<file path="src/rtl/decode_stage1_pkg.sv">
// Shared opcode / register-field definitions for the decode stage.
// Holds field positions, opcode constants, the NOP word and the
// per-opcode operand-usage classification.
package decode_stage1_pkg;

    localparam int OPC_MSB  = 31;
    localparam int OPC_LSB  = 27;
    localparam int DST_MSB  = 26;
    localparam int DST_LSB  = 23;
    localparam int SRCA_MSB = 22;
    localparam int SRCA_LSB = 19;
    localparam int SRCB_MSB = 18;
    localparam int SRCB_LSB = 15;

    typedef enum logic [4:0] {
        OPCODE_NOP  = 5'h00,
        OPCODE_ADD  = 5'h01,
        OPCODE_SUB  = 5'h02,
        OPCODE_AND  = 5'h03,
        OPCODE_OR   = 5'h04,
        OPCODE_ADDI = 5'h05,
        OPCODE_LUI  = 5'h06,
        OPCODE_LD   = 5'h07,
        OPCODE_ST   = 5'h08,
        OPCODE_BEQ  = 5'h09
    } opcode_t;

    localparam logic [31:0] NOP_WORD = {OPCODE_NOP, 27'h0};

    typedef struct packed {
        logic reads_a;
        logic reads_b;
        logic writes_dst;
    } op_class_t;

    // Operand usage per opcode; NOP and unknown opcodes touch nothing.
    function automatic op_class_t classify(input logic [4:0] opc);
        op_class_t c;
        c = '0;
        case (opc)
            OPCODE_ADD, OPCODE_SUB,
            OPCODE_AND, OPCODE_OR:  c = '{reads_a: 1'b1, reads_b: 1'b1, writes_dst: 1'b1};
            OPCODE_ADDI, OPCODE_LD: c = '{reads_a: 1'b1, reads_b: 1'b0, writes_dst: 1'b1};
            OPCODE_LUI:             c = '{reads_a: 1'b0, reads_b: 1'b0, writes_dst: 1'b1};
            OPCODE_ST, OPCODE_BEQ:  c = '{reads_a: 1'b1, reads_b: 1'b1, writes_dst: 1'b0};
            default:                c = '0;
        endcase
        return c;
    endfunction

endpackage

</file>
<file path="src/rtl/decode_stage1_scoreboard.sv">
// stage1_scoreboard: tracks destination registers of the SB_DEPTH
// instructions issued downstream and flags read-after-write hazards.
// Entry 0 is the instruction most recently issued.
module stage1_scoreboard #(
    parameter int SB_DEPTH = 2
) (
    input  logic       clock,
    input  logic       reset,
    input  logic       shift_valid,
    input  logic [3:0] shift_dst,
    input  logic       flush,
    input  logic [3:0] src_a,
    input  logic       use_a,
    input  logic [3:0] src_b,
    input  logic       use_b,
    output logic       hazard
);

    logic [SB_DEPTH-1:0]      sb_valid;
    logic [SB_DEPTH-1:0][3:0] sb_dst;

    // Shift one place per clock; flush invalidates every entry.
    always_ff @(posedge clock or posedge reset) begin
        if (reset) begin
            sb_valid <= '0;
            sb_dst   <= '0;
        end else begin
            for (int i = SB_DEPTH-1; i >= 1; i--) begin
                sb_valid[i] <= flush ? 1'b0 : sb_valid[i-1];
                sb_dst[i]   <= sb_dst[i-1];
            end
            sb_valid[0] <= flush ? 1'b0 : shift_valid;
            sb_dst[0]   <= shift_dst;
        end
    end

    // Any valid in-flight writer matching a used source is a hazard.
    always_comb begin
        hazard = 1'b0;
        for (int i = 0; i < SB_DEPTH; i++) begin
            if (sb_valid[i] && ((use_a && sb_dst[i] == src_a) ||
                                (use_b && sb_dst[i] == src_b)))
                hazard = 1'b1;
        end
    end

endmodule

</file>
<file path="src/rtl/decode_stage1.sv">
// decode_stage1: first decode stage with a one-entry hold register and
// scoreboard-based RAW stall.
// Build option: STAGE1_SCOREBOARD_EN enables hazard detection; without it
// the stage is a plain one-cycle register (flush still inserts a NOP).
module decode_stage1
    import decode_stage1_pkg::*;
#(
    parameter int SB_DEPTH = 2
) (
    input  logic        clock,
    input  logic        reset,
    input  logic [31:0] inbound_instruction,
    input  logic        flush,
    output logic        block_fetch,
    output logic [3:0]  reg_read_a_index,
    output logic [3:0]  reg_read_b_index,
    output logic [31:0] outbound_instruction,
    output logic        hold_valid
);

    if (SB_DEPTH < 1 || SB_DEPTH > 4) begin : g_bad_depth
        $error("decode_stage1: SB_DEPTH must be 1..4");
    end

`ifdef STAGE1_SCOREBOARD_EN

    typedef enum logic {RUN, HOLD} state_t;

    state_t      state;
    logic [31:0] hold;
    logic [31:0] current;
    op_class_t   cls;
    logic        hazard;

    assign current          = (state == HOLD) ? hold : inbound_instruction;
    assign cls              = classify(current[OPC_MSB:OPC_LSB]);
    assign reg_read_a_index = current[SRCA_MSB:SRCA_LSB];
    assign reg_read_b_index = current[SRCB_MSB:SRCB_LSB];
    assign block_fetch      = hazard & ~flush;
    assign hold_valid       = (state == HOLD);

    // A stalled slot issues a bubble, so nothing is recorded for it.
    stage1_scoreboard #(.SB_DEPTH(SB_DEPTH)) u_scoreboard (
        .clock       (clock),
        .reset       (reset),
        .shift_valid (cls.writes_dst & ~hazard),
        .shift_dst   (current[DST_MSB:DST_LSB]),
        .flush       (flush),
        .src_a       (current[SRCA_MSB:SRCA_LSB]),
        .use_a       (cls.reads_a),
        .src_b       (current[SRCB_MSB:SRCB_LSB]),
        .use_b       (cls.reads_b),
        .hazard      (hazard)
    );

    // RUN/HOLD control: flush wins, hazard parks the instruction, else issue.
    always_ff @(posedge clock or posedge reset) begin
        if (reset) begin
            state                <= RUN;
            hold                 <= NOP_WORD;
            outbound_instruction <= NOP_WORD;
        end else if (flush) begin
            state                <= RUN;
            hold                 <= NOP_WORD;
            outbound_instruction <= NOP_WORD;
        end else if (hazard) begin
            if (state == RUN) begin
                hold  <= inbound_instruction;
                state <= HOLD;
            end
            outbound_instruction <= NOP_WORD;
        end else begin
            outbound_instruction <= current;
            state                <= RUN;
        end
    end

`else

    assign reg_read_a_index = inbound_instruction[SRCA_MSB:SRCA_LSB];
    assign reg_read_b_index = inbound_instruction[SRCB_MSB:SRCB_LSB];
    assign block_fetch      = 1'b0;
    assign hold_valid       = 1'b0;

    // Plain pipeline register; flush replaces the instruction with a NOP.
    always_ff @(posedge clock or posedge reset) begin
        if (reset)      outbound_instruction <= NOP_WORD;
        else if (flush) outbound_instruction <= NOP_WORD;
        else            outbound_instruction <= inbound_instruction;
    end

`endif

endmodule

</file>
<file path="config.mk">
export PLATFORM = sky130hd
export DESIGN_NAME = decode_stage1
export DESIGN_NICKNAME = d
export VERILOG_FILES = /design/src/rtl/decode_stage1_pkg.sv /design/src/rtl/decode_stage1_scoreboard.sv /design/src/rtl/decode_stage1.sv
export SDC_FILE = /design/constraint.sdc
export NUM_CORES = 1
export LEC_CHECK = 0
export CAP_MARGIN = 20
export CORE_MARGIN = 10
export CORE_UTILIZATION = 37
export CTS_CLUSTER_DIAMETER = 100
export DETAILED_ROUTE_END_ITERATION = 10
export HOLD_SLACK_MARGIN = 0.08
export PLACE_DENSITY = 0.84
export SLEW_MARGIN = 10
export SYNTH_ARGS = -nofsm -noshare
export SYNTH_HDL_FRONTEND = slang
export SYNTH_SLANG_ARGS = --single-unit
</file>
<file path="constraint.sdc">
create_clock -name clock -period 2.4 [get_ports clock]
set_input_delay 0.48 -clock clock [delete_from_list [all_inputs] [get_ports clock]]
set_output_delay 0.48 -clock clock [all_outputs]
set_load 0.005 [all_outputs]
</file>
# Word level (Yosys, flattened, before mapping)
# Cells that the tools add are included.
[totals] elab_cells=2 regBits=32 output_inout_bits=42 in_bits=35
[classes] muxes=1
[ops] operator="two-way mux 32 bit" count=1

# Longest topological paths before layout
# Gate-level depths: netlist (run 1).
[depth] depth_word=1 depth_mapped=2 mapped_depth_nobuf=1

# Worst setup path before layout (run 1)
# OpenSTA, ideal clock, no wires.
[synth_timing] path_kind="input -> output" start="in inbound_instruction[19]" end="out reg_read_a_index[0]" path_buffers=1 setup_slack_ns=1.329 required_time_ns=1.920 path_stages=1 t_arrival_ns=0.591 path_cell_list="buf_4"
[synth_rtl] element="from (decl)" line="decode_stage1.sv:12" text="input logic [31:0] inbound_instruction,"
[synth_rtl] element="to (decl)" line="decode_stage1.sv:15" text="output logic [3:0] reg_read_a_index,"
# No word-level cell between the ends.

# Worst setup path after layout (run 1)
[layout_timing] start="in inbound_instruction[22]" end="out reg_read_a_index[3]"
# No word-level cell between the ends.

==> results of run 1 <==
-- where the power goes --
part / total [W] / internal [W] / switching [W] / leakage (nW)
registers: 0.000573 / 0.000566 / 0.00000725 / 0.412
clock network: 0.000327 / 0.000166 / 0.000161 / 0.0374
logic: 0.000175 / 0.000121 / 0.0000542 / 0.377
-- tightest hold or removal path: cells and delay by family --
| family | cells | cell delay [ns] |
|---|---|---|
| buffers and inverters | 3 | 0.80 |
-- Yosys cell counts --
cell type  count  area (sq um)
buf_4         13          97.6
nor2b_1       32           200
dfrtp_1       32           801
inv_1          1          3.75
conb_1         1          3.75
-- cells in the final DEF, fill, tap and decap left out, drive strengths merged --
cell           count
clkdlybuf4s50     74
nor2b             32
dfrtp             32
clkbuf             7
buf                3
conb               2
inv                1
-- final cells by class --
type | count | share of cell area
Tap cell | 31 | 0.0206
Inverter | 1 | 0.00200
Multi-Input combinational cell | 34 | 0.111
Sequential cell | 32 | 0.426
Timing Repair Buffer | 77 | 0.406
Clock buffer | 7 | 0.0346
-- per-layer routing --
metal / global-route usage / part of all wire / up-vias
li1: - / - / 369
met5: 0 / 0 / -
met2: 0.196 / 0.51 / 52
met4: 0.0567 / 0.012 / 0
met1: 0.0876 / 0.29 / 371
met3: 0.0999 / 0.18 / 5
-- path summary, 6_finish.rpt --
path,end,slack (ns),cells after the start
max in group asynchronous,outbound_instruction[27],1.56,3
worst min-delay path,outbound_instruction[12],0.54,3
worst max-delay path,reg_read_a_index[3],0.44,2
min in group clock,outbound_instruction[8],0.70,2
-- metrics by stage --
| stage | total power [W] | cell area, sq um | cells |
|---|---|---|---|
| finish | 0.00107 | 1880 | 182 |
| global route | 0.00113 | 1880 | 182 |
| CTS | 0.00109 | 1880 | 182 |
| detailed placement | 0.000763 | 1810 | 175 |
| global placement | 0.000756 | 1810 | 175 |
| floorplan | 0.000636 | 1110 | 80 |
-- kinds of logic (layout without fill, tap and decap cells) --
kind of cell | Yosys count | after routing
buf+inv | 14 | 85
flops | 32 | 32
other cells | 1 | 2
simple gates | 32 | 32
==> flow_metrics.tcl, run 1 <==
set metrics [dict create \
    status "complete, no violations" \
    regArea_sq_um 801 \
    ys_ff_latch 32 \
    grt_pass1_vias 968 \
    start_kind "input port" \
    path_clk_slew_ns 0.09 \
    viasPerCell 4.38 \
    cts_sinks 32 \
    die_w_um 74.7 \
    grt.overflow.total 0 \
    max_freq_ghz 0.509 \
    wl_um 3000 \
    leakage_nw 0.827 \
    cts_buffer_depth 2 \
    dp.final_hpwl_um 2520 \
    slew_viol_final 0 \
    hold_ws_ns 0.542 \
    critPathMaxFanout 2 \
    dp_slack_ns 0.426 \
    worstPathCellList "clkdlybuf4s50_1 -> clkdlybuf4s50_1" \
    crit_slowest_cell "clkdlybuf4s50_1" \
    arrival_ns 1.48 \
    worst_setup_path_end_kind "output pin" \
    cp_common_cell "clkdlybuf4s50_1" \
    finalSetupViolCount 0 \
    reg_top3 "outbound_instruction x32" \
    cts-resized-gates 0 \
    max_flop_register "outbound_instruction" \
    synthAdderAreaFrac 0 \
    period_minus_slack_ns 1.96 \
    finalHoldViolations 0 \
    h-tree-depth 2 \
    drive_gt1_frac 0.0662 \
    layout.nets 186 \
    setup_ws_ns 0.436 \
    die_area_sq_um 5580 \
    critPathKind "in -> out" \
    syn_avg_cell_area_sq_um 14.0 \
    finalCritPeriodShare 0.818 \
    ant_nets 0 \
    dr.pass1.iters 2 \
    area_delta_synth_final_pct 69.9 \
    postLayoutCoreUtil 0.670 \
    cp-startpoint "inbound_instruction[22]" \
    crit_buf_inv 2 \
    multi_input_area_sq_um 208 \
    tritoncts "done" \
    syn-cell-area_sq_um 1110 \
    synthCells 79 \
    powerDensity_nw_per_um2 572 \
    cts_setup_buffers 0 \
    maxCapViolCount 0 \
    yosys.area_share.simple 0.181 \
    ioPinCount 77 \
    max_stage_delay_ns 0.52 \
    vias 797 \
    synth_top_family_by_area "simple AND/OR/NAND/NOR gates" \
    start_util 0.394 \
    synth_xor_area_frac 0 \
    io_buffers 74 \
    ctsRootBufferMaster "clkbuf_4" \
    largest_register_ffs 32 \
    synth.area.mux_share 0 \
    n_antenna_cell 0 \
    grt_pass1_wl_um 4520 \
    grt_usage 0.114 \
    vdd_drop_max_mv 0.431 \
    initialDrtViolationCount 15 \
    min_path_type "in -> async" \
    grt_setup_unrepaired "no" \
    cpLargestDelayFamily "buffers and inverters" \
    rows 19 \
    fin_setup_tns_ns 0 \
    required_ns 1.92 \
    design.core.area_sq_um 2810 \
    cts_buffers 5 \
    synth_seq_area_share 0.724 \
    ys_warn_count 0 \
    synth_compound_area_frac 0 \
    drc 0 \
    grt_max_degree 33 \
    fill_cells 227 \
    wl_per_cell_um 16.5 \
    finalWeightedCongestion 0.671 \
    synth_cell_types 5 \
    antenna_found_initial 0 \
    die_y_um 74.7 \
    cts-hold-fix-buffers 0 \
]
Note: power is estimated with default switching activity, not from simulation.
==> inputs of run 2 (changes only) <==
--- a/config.mk
+++ b/config.mk
@@ -7,11 +7,11 @@
 export LEC_CHECK = 0
 export CAP_MARGIN = 20
 export CORE_MARGIN = 10
-export CORE_UTILIZATION = 37
+export CORE_UTILIZATION = 34
 export CTS_CLUSTER_DIAMETER = 100
 export DETAILED_ROUTE_END_ITERATION = 10
 export HOLD_SLACK_MARGIN = 0.08
-export PLACE_DENSITY = 0.84
+export PLACE_DENSITY = 0.78
 export SLEW_MARGIN = 10
 export SYNTH_ARGS = -nofsm -noshare
 export SYNTH_HDL_FRONTEND = slang
==> constraint.sdc (replaced) <==
create_clock -name clock -period 2 [get_ports clock]
set_input_delay 0.4 -clock clock [delete_from_list [all_inputs] [get_ports clock]]
set_output_delay 0.4 -clock clock [all_outputs]
set_load 0.005 [all_outputs]
==> run 2 against run 1 <==
Cell count is 7.7% higher. Design area grew 1.5%. Worst setup slack lost 0.24 ns. Sequential power grew 20%. Critical path depth is the same. Power is 27% higher. Clock-buffer cell count fell by 1. Combinational power rose by 18%. Die area rose by 6.4%. Sequential share of layout area down 0.62 points. Largest cell class unchanged. Largest power group unchanged. Highest routed layer unchanged.
==> flow_metrics.tcl, run 2 (synthesis results as in run 1) <==
set metrics [dict create \
    status "complete, no violations" \
    max_flop_register "outbound_instruction" \
    period_minus_slack_ns 1.81 \
    cts_sinks 32 \
    h-tree-depth 2 \
    grt_pass1_wl_um 4510 \
    path_clk_slew_ns 0.10 \
    die_area_sq_um 5930 \
    initialDrtViolationCount 5 \
    cts_buffers 5 \
    crit_buf_inv 2 \
    viasPerCell 3.94 \
    final_cell_mix "74 x clkdlybuf4s50_1, 32 x nor2b_1, 32 x dfrtp_1" \
    start_kind "input port" \
    dr.pass1.iters 3 \
    arrival_ns 1.41 \
    min_path_type "in -> async" \
    grt_pass1_vias 907 \
    drive_gt1_frac 0.0658 \
    die_w_um 77.0 \
    cts_buffer_depth 2 \
    finalSetupViolCount 0 \
    fin_setup_tns_ns 0 \
    cts-resized-gates 0 \
    mostFrequentLayoutCell "clkdlybuf4s50_1" \
    design.core.area_sq_um 3080 \
    finalCritPeriodShare 0.903 \
    cpLargestDelayFamily "buffers and inverters" \
    largest_register_ffs 32 \
    place_area_sq_um 1830 \
    postLayoutCoreUtil 0.620 \
    place_inst 188 \
    slew_viol_final 0 \
    cts_setup_buffers 0 \
    drc 0 \
    rows 20 \
    dp_slack_ns 0.208 \
    max_stage_delay_ns 0.52 \
    ioPinCount 77 \
    critPathKind "in -> out" \
    finalHoldViolations 0 \
    grt_usage 0.101 \
    grt_max_degree 33 \
    start_util 0.359 \
    setup_ws_ns 0.195 \
    cts-hold-fix-buffers 0 \
    required_ns 1.60 \
    vias 773 \
    n_antenna_cell 0 \
    grt_setup_unrepaired "no" \
    fin_area_sq_um 1910 \
    area_delta_synth_final_pct 72.4 \
    vdd_drop_max_mv 0.386 \
    wl_per_cell_um 14.2 \
    critPathMaxFanout 2 \
    ctsRootBufferMaster "clkbuf_4" \
    worstPathCellList "clkdlybuf4s50_1 -> clkdlybuf4s50_1" \
    ant_nets 0 \
    grt.overflow.total 0 \
    reg_top3 "outbound_instruction x32" \
    antenna_found_initial 0 \
    crit_slowest_cell "clkdlybuf4s50_1" \
    dp.final_hpwl_um 2290 \
    wl_um 2780 \
    leakage_nw 0.832 \
    max_freq_ghz 0.554 \
    fin_cells 196 \
    die_y_um 77.0 \
    tritoncts "done" \
    powerDensity_nw_per_um2 715 \
    cp_common_cell "clkdlybuf4s50_1" \
    layout.nets 186 \
    finalWeightedCongestion 0.635 \
    worst_setup_path_end_kind "output pin" \
    io_buffers 74 \
    maxCapViolCount 0 \
]
-- run 2: changes by cell type in the layout (fill, tap and decap cells not counted), sizes merged --
cell / previous run / this run
clkbuf: 7 / 6
clkinv: 0 / 1
bufinv: 0 / 1
-- run 2: power breakdown --
group / leakage [nW] / total [W] / switching (W) / internal, W
clock: 0.0422 / 0.000469 / 0.000207 / 0.000262
combinational: 0.377 / 0.000207 / 0.0000619 / 0.000145
sequential: 0.412 / 0.000687 / 0.00000804 / 0.000679
total: 0.832 / 0.00136 / 0.000277 / 0.00109
-- run 2: layer usage --
metal,part of all wire,vias to the layer above,track usage
met5,0,-,0
met1,0.31,352,0.0789
met4,0.016,0,0.0602
met2,0.49,50,0.159
met3,0.18,6,0.0956
li1,-,365,-
-- run 2: cell type report --
| class | count | area, sq um |
|---|---|---|
| Fill cell | 261 | 1170 |
| Timing Repair Buffer | 77 | 763 |
| Tap cell | 44 | 55.1 |
| Inverter | 1 | 3.75 |
| Clock inverter | 2 | 35.0 |
| Multi-Input combinational cell | 34 | 208 |
| Clock buffer | 6 | 41.3 |
| Sequential cell | 32 | 801 |
-- run 2: how the worst max path moves through the flow --
stage,from,to,cells past startpoint
2_1_floorplan,reset,outbound_instruction[0],1
5_1_grt,inbound_instruction[19],reg_read_a_index[0],2
4_1_cts,inbound_instruction[19],reg_read_a_index[0],2
6_report,inbound_instruction[19],reg_read_a_index[0],2
3_3_place_gp,inbound_instruction[19],reg_read_a_index[0],2
3_5_place_dp,inbound_instruction[15],reg_read_b_index[0],2
-- run 2: per-stage QoR --
step / total power [W] / hold slack (ns)
floorplan: 0.000763 / 0.466
global placement: 0.000907 / 0.795
detailed placement: 0.000912 / 0.814
CTS: 0.00139 / 0.438
global route: 0.00143 / 0.461
finish: 0.00136 / 0.439
==> inputs of run 3 (changes only) <==
--- a/config.mk
+++ b/config.mk
@@ -5,6 +5,8 @@
 export SDC_FILE = /design/constraint.sdc
 export NUM_CORES = 1
 export LEC_CHECK = 0
+export ABC_AREA = 0
+export ABC_CLOCK_PERIOD_IN_PS = 2000
 export CAP_MARGIN = 20
 export CORE_MARGIN = 10
 export CORE_UTILIZATION = 34
==> results of run 3 <==
Final layout, timing and power as in run 2 (identical DEF).
